## src/rtl/nandgame_pkg.sv

```systemverilog
// Shared definitions for the switch/deserializer slice.
// Channel select encodings, default word width and a constant log2 helper.
// No logic; imported by the deserializer top and its channel sub-module.
package nandgame_pkg;

  // Select values used by the upstream switch stage.
  localparam logic CH0 = 1'b0;
  localparam logic CH1 = 1'b1;

  localparam int DEFAULT_WORD_WIDTH = 16;

  // Ceiling log2, evaluated at elaboration time to size bit counters.
  function automatic int clog2(input int value);
    int r;
    r = 0;
    while ((1 << r) < value) r++;
    return r;
  endfunction

endpackage

```

## src/rtl/switch_deser_channel.sv

```systemverilog
// One deserializer lane: packs strobed bits into a WIDTH-bit word and holds it for a valid/ready consumer.
// Latency: word valid on the cycle after its WIDTH-th accepted bit; one word per WIDTH bits at full rate.
// Backpressure: o_can_accept drops only when the final bit would overwrite an unconsumed held word.
module switch_deser_channel
  import nandgame_pkg::*;
#(
  parameter int WIDTH     = DEFAULT_WORD_WIDTH,
  parameter bit MSB_FIRST = 1'b0
) (
  input  logic             clk,
  input  logic             rst,
  input  logic             i_bit_vld,
  input  logic             i_bit,
  input  logic             i_out_ready,
  output logic             o_out_valid,
  output logic [WIDTH-1:0] o_out_data,
  output logic             o_can_accept
);

  localparam int             CW   = (clog2(WIDTH) < 1) ? 1 : clog2(WIDTH);
  localparam logic [CW-1:0]  LAST = CW'(WIDTH - 1);

  logic [CW-1:0]    r_cnt;
  logic [WIDTH-1:0] r_asm;
  logic [WIDTH-1:0] r_hold;
  logic             r_valid;

  logic             w_last;
  logic [CW-1:0]    w_pos;
  logic [WIDTH-1:0] w_word;
  logic             w_load;

  assign w_last = (r_cnt == LAST);
  assign w_pos  = MSB_FIRST ? (LAST - r_cnt) : r_cnt;
  assign w_load = i_bit_vld && w_last;

  // Only the last bit can be blocked, and only while the previous word is still unconsumed.
  assign o_can_accept = !(w_last && r_valid && !i_out_ready);

  assign o_out_valid = r_valid;
  assign o_out_data  = r_hold;

  // Merge the incoming bit into the partial word at its slot.
  always_comb begin
    w_word        = r_asm;
    w_word[w_pos] = i_bit;
  end

  // Bit counter, assembly and holding registers; a same-edge drain and load keeps valid high.
  always_ff @(posedge clk) begin
    if (rst) begin
      r_cnt   <= '0;
      r_asm   <= '0;
      r_hold  <= '0;
      r_valid <= 1'b0;
    end else begin
      if (i_bit_vld) begin
        if (w_last) begin
          r_hold <= w_word;
          r_cnt  <= '0;
          r_asm  <= '0;
        end else begin
          r_asm  <= w_word;
          r_cnt  <= r_cnt + 1'b1;
        end
      end
      if (w_load) begin
        r_valid <= 1'b1;
      end else if (r_valid && i_out_ready) begin
        r_valid <= 1'b0;
      end
    end
  end

endmodule

```

## src/rtl/switch_deserializer.sv

```systemverilog
// Routes a strobed serial bit stream to one of two lanes by select and packs each lane into words.
// Latency: a word is valid the cycle after its WIDTH-th accepted bit; lanes drain independently.
// Backpressure: in_ready follows the selected lane only, so a stalled lane never blocks the other.
module switch_deserializer
  import nandgame_pkg::*;
#(
  parameter int WIDTH     = DEFAULT_WORD_WIDTH,
  parameter bit MSB_FIRST = 1'b0
) (
  input  logic             clk,
  input  logic             rst,
  input  logic             in_valid,
  output logic             in_ready,
  input  logic             s,
  input  logic             d,
  output logic             out0_valid,
  input  logic             out0_ready,
  output logic [WIDTH-1:0] out0_data,
  output logic             out1_valid,
  input  logic             out1_ready,
  output logic [WIDTH-1:0] out1_data
);

  logic w_can0;
  logic w_can1;
  logic w_accept;
  logic w_stb0;
  logic w_stb1;

  // in_ready depends on select and lane state only, never on in_valid or d.
  assign in_ready = (s == CH1) ? w_can1 : w_can0;
  assign w_accept = in_valid && in_ready;
  assign w_stb0   = w_accept && (s == CH0);
  assign w_stb1   = w_accept && (s == CH1);

  switch_deser_channel #(
    .WIDTH     (WIDTH),
    .MSB_FIRST (MSB_FIRST)
  ) u_ch0 (
    .clk          (clk),
    .rst          (rst),
    .i_bit_vld    (w_stb0),
    .i_bit        (d),
    .i_out_ready  (out0_ready),
    .o_out_valid  (out0_valid),
    .o_out_data   (out0_data),
    .o_can_accept (w_can0)
  );

  switch_deser_channel #(
    .WIDTH     (WIDTH),
    .MSB_FIRST (MSB_FIRST)
  ) u_ch1 (
    .clk          (clk),
    .rst          (rst),
    .i_bit_vld    (w_stb1),
    .i_bit        (d),
    .i_out_ready  (out1_ready),
    .o_out_valid  (out1_valid),
    .o_out_data   (out1_data),
    .o_can_accept (w_can1)
  );

endmodule

```

## config.mk

```make
export PLATFORM = sky130hd
export DESIGN_NAME = switch_deserializer
export DESIGN_NICKNAME = d
export VERILOG_FILES = /design/src/rtl/nandgame_pkg.sv /design/src/rtl/switch_deser_channel.sv /design/src/rtl/switch_deserializer.sv
export SDC_FILE = /design/constraint.sdc
export NUM_CORES = 1
export LEC_CHECK = 0
export BUFFER_PORTS_ARGS = -buffer_cell sky130_fd_sc_hd__buf_2
export CAP_MARGIN = 20
export CORE_MARGIN = 2
export CORE_UTILIZATION = 48
export DETAILED_ROUTE_END_ITERATION = 8
export PLACE_DENSITY = 0.71
export SLEW_MARGIN = 30
export SYNTH_ARGS = -nofsm -noshare
export SYNTH_HDL_FRONTEND = slang
export SYNTH_HIERARCHICAL = 1
export SYNTH_SLANG_ARGS = --single-unit
export TNS_END_PERCENT = 5
```

## constraint.sdc

```tcl
create_clock -name clk -period 4.4 [get_ports clk]
set_input_delay 0.66 -clock clk [delete_from_list [all_inputs] [get_ports clk]]
set_output_delay 0.66 -clock clk [all_outputs]
set_load 0.01 [all_outputs]
```

==> flow_metrics.tcl <==
set metrics [dict create \
    rsz0062_at_grt "no" \
    cp_slowest_cell "ha_1" \
    firstDrtPassIters 4 \
    slowest_delay_ns 0.49 \
    synth_area_leaders "dfxtp_1, mux2i_1, nand2_1" \
    synth_common_cells "dfxtp_1, nand2_1, mux2i_1, o2bb2ai_1, nor2_1" \
    grt_overflow 0 \
    cp_data_arrival_time_ns 2.02 \
    period_share 0.608 \
    yosys.area.top_type "dfxtp_1" \
    synth_edf_count 0 \
    fmax_mhz 374 \
    fin_tns_setup_ns 0 \
    yosys_warnings 6 \
    worstSetupEndpointType "output pin" \
    ctsRootBufferMaster "clkbuf_8" \
    drc 0 \
    cp-startpoint "u_ch0/r_cnt[0]" \
    antenna_left 0 \
    crit_fanout 11 \
    die_h_um 87.8 \
    worst_setup_path_start_kind "register" \
    worstSetupPathType "register to output pin" \
    synthesis.area_um2 3370 \
    drt_iter0_drc 155 \
    clock_latency_ns 0.35 \
    path_cells "ha_1 > nand4_1 > mux2_4 > buf_2" \
    postCtsSetupRepairBufs 0 \
    worstHoldStart "u_ch1/r_asm[2]" \
    r2r_cells 6 \
    required_ns 3.74 \
    clock-sinks 74 \
    htree_levels 3 \
    ys.flop_type "dfxtp_1" \
    area_delta_synth_final_pct 11.2 \
    hold_violations 0 \
    gp_congestion 0.850 \
    fin_ws_ns 1.72 \
    power_density_nw_per_um2 356 \
    grt_pass1_wl_mm 11.1 \
    period_needed_ns 2.68 \
    synth_nets 377 \
    max_cap_violations 0 \
    num_io_pins 42 \
    worst_pin_slew_ns 0.934 \
    grt_max_degree 41 \
    postLayoutCoreUtil 0.551 \
    setup_viol 0 \
    grt_antenna_before_repair 0 \
    post_cts_resized 0 \
    holdPathStages 2 \
    row_count 30 \
    clockBufferDepth 2 \
    syn_area_per_cell_um2 9.43 \
    holdBufCountCts 0 \
    synthArstFlopShare 0 \
    yosysSeqAreaShare 0.440 \
    die_w_um 87.8 \
    routed_via_density 5.32 \
    fin_nets 401 \
    relSlewSlack 0.375 \
    rr_startpoint "u_ch0/r_cnt[0]" \
    final_cell_area_um2 3740 \
    place_area_um2 3520 \
    syn_inst 357 \
    diodes 0 \
    grtUsageTotal 0.185 \
    first_global_vias 2293 \
    p_total_uw 1330 \
    place_ws_ns 1.95 \
    portBuffers 41 \
    numCtsBuffers 9 \
    fp.coreArea_um2 6790 \
    start_util 0.496 \
    vias 2563 \
    synth_top_area_share 0.440 \
    drive_gt1_frac 0.179 \
    slew_violations 0 \
    synthDistinctLibCells 49 \
    outcome "finished clean" \
    cts_tree "built" \
    clock_skew_ns 0.00975 \
    leakage_uw 0.00148 \
    irDropWorstVdd_mv 0.187 \
    yosysMostFrequentCell "dfxtp_1" \
    dpl.hpwl_mm 4.39 \
    wire_per_inst_um 14.1 \
    fillers 628 \
    routed_wirelength_mm 6.79 \
    fp.dieArea_um2 7700 \
    clk_pin_slew_ns 0.08 \
    synth-seq-cells 74 \
    hp-class "register to register" \
]
per-layer routing:
metal / global-route usage / part of all wire / vias to the layer above
li1: - / - / 1323
met1: 0.267 / 0.52 / 1172
met2: 0.258 / 0.42 / 58
met3: 0.0528 / 0.043 / 10
met4: 0.0769 / 0.015 / 0
met5: 0 / 0 / -
flip-flops by register name (all words and copies together), names as in the netlist:
signal             count
u_ch0/o_out_data      16
u_ch0/r_asm           16
u_ch1/o_out_data      16
u_ch1/r_asm           16
u_ch0/r_cnt            4
u_ch1/r_cnt            4
u_ch0/o_out_valid      1
u_ch1/o_out_valid      1
worst max-delay path, delay by kind of cell (launching register included):
family	cells	cell delay, ns
simple gates	1	0.23
fa+ha+maj	1	0.49
mux	1	0.34
buf+inv	1	0.14
flops	1	0.46
worst paths after layout:
path	end	slack [ns]
setup / recovery	in_ready	1.72
hold / removal	u_ch1/r_asm[2]	0.45
setup reg to reg	u_ch0/r_asm[2]	1.94
hold reg to reg	u_ch1/r_asm[2]	0.45
layout make-up:
class                           instances  area [um^2]  share of cell area
Multi-Input combinational cell        247         1680               0.449
Sequential cell                        74         1480               0.396
Clock buffer                           10          138              0.0368
Tap cell                               96          120              0.0321
Inverter                                8         30.0             0.00802
Clock inverter                          6         87.6              0.0234
Timing Repair Buffer                   41          205              0.0548
placed cells by master (no fill, tap or decap), types with 6 or more instances in the layout:
cell,count
nand2_1,53
inv_1,8
nand4_1,6
clkbuf_8,10
dfxtp_1,74
nor2_1,18
nand3_1,8
ha_1,13
nand3b_1,10
o2bb2ai_1,20
a21oi_1,17
mux2i_1,29
buf_2,41
o21ai_1,14
power breakdown:
part / internal (uW) / switching [uW] / leakage (uW)
Clock: 336 / 260 / 0.000117
Combinational: 18.8 / 39.7 / 0.000770
Sequential: 673 / 5.01 / 0.000596
Total: 1030 / 304 / 0.00148
through the flow:
stage	cells	hold slack, ns
2_1_floorplan	357	0.425
3_3_place_gp	466	0.435
3_5_place_dp	466	0.441
4_1_cts	482	0.452
5_1_grt	482	0.464
6_report	482	0.450
cell families (layout without fill, tap and decap cells):
kind of cell,count (synthesis),in the layout,synth area share
and+or+nand+nor,127,127,0.197
DFF,74,74,0.440
AOI/OAI and AO/OA,73,73,0.153
buffers and inverters,36,65,0.0613
muxes,30,30,0.0906
adders and majority gates,13,13,0.0483
xor gates and xnor gates,4,4,0.0104
No activity file was read; power rests on OpenSTA's default activity.
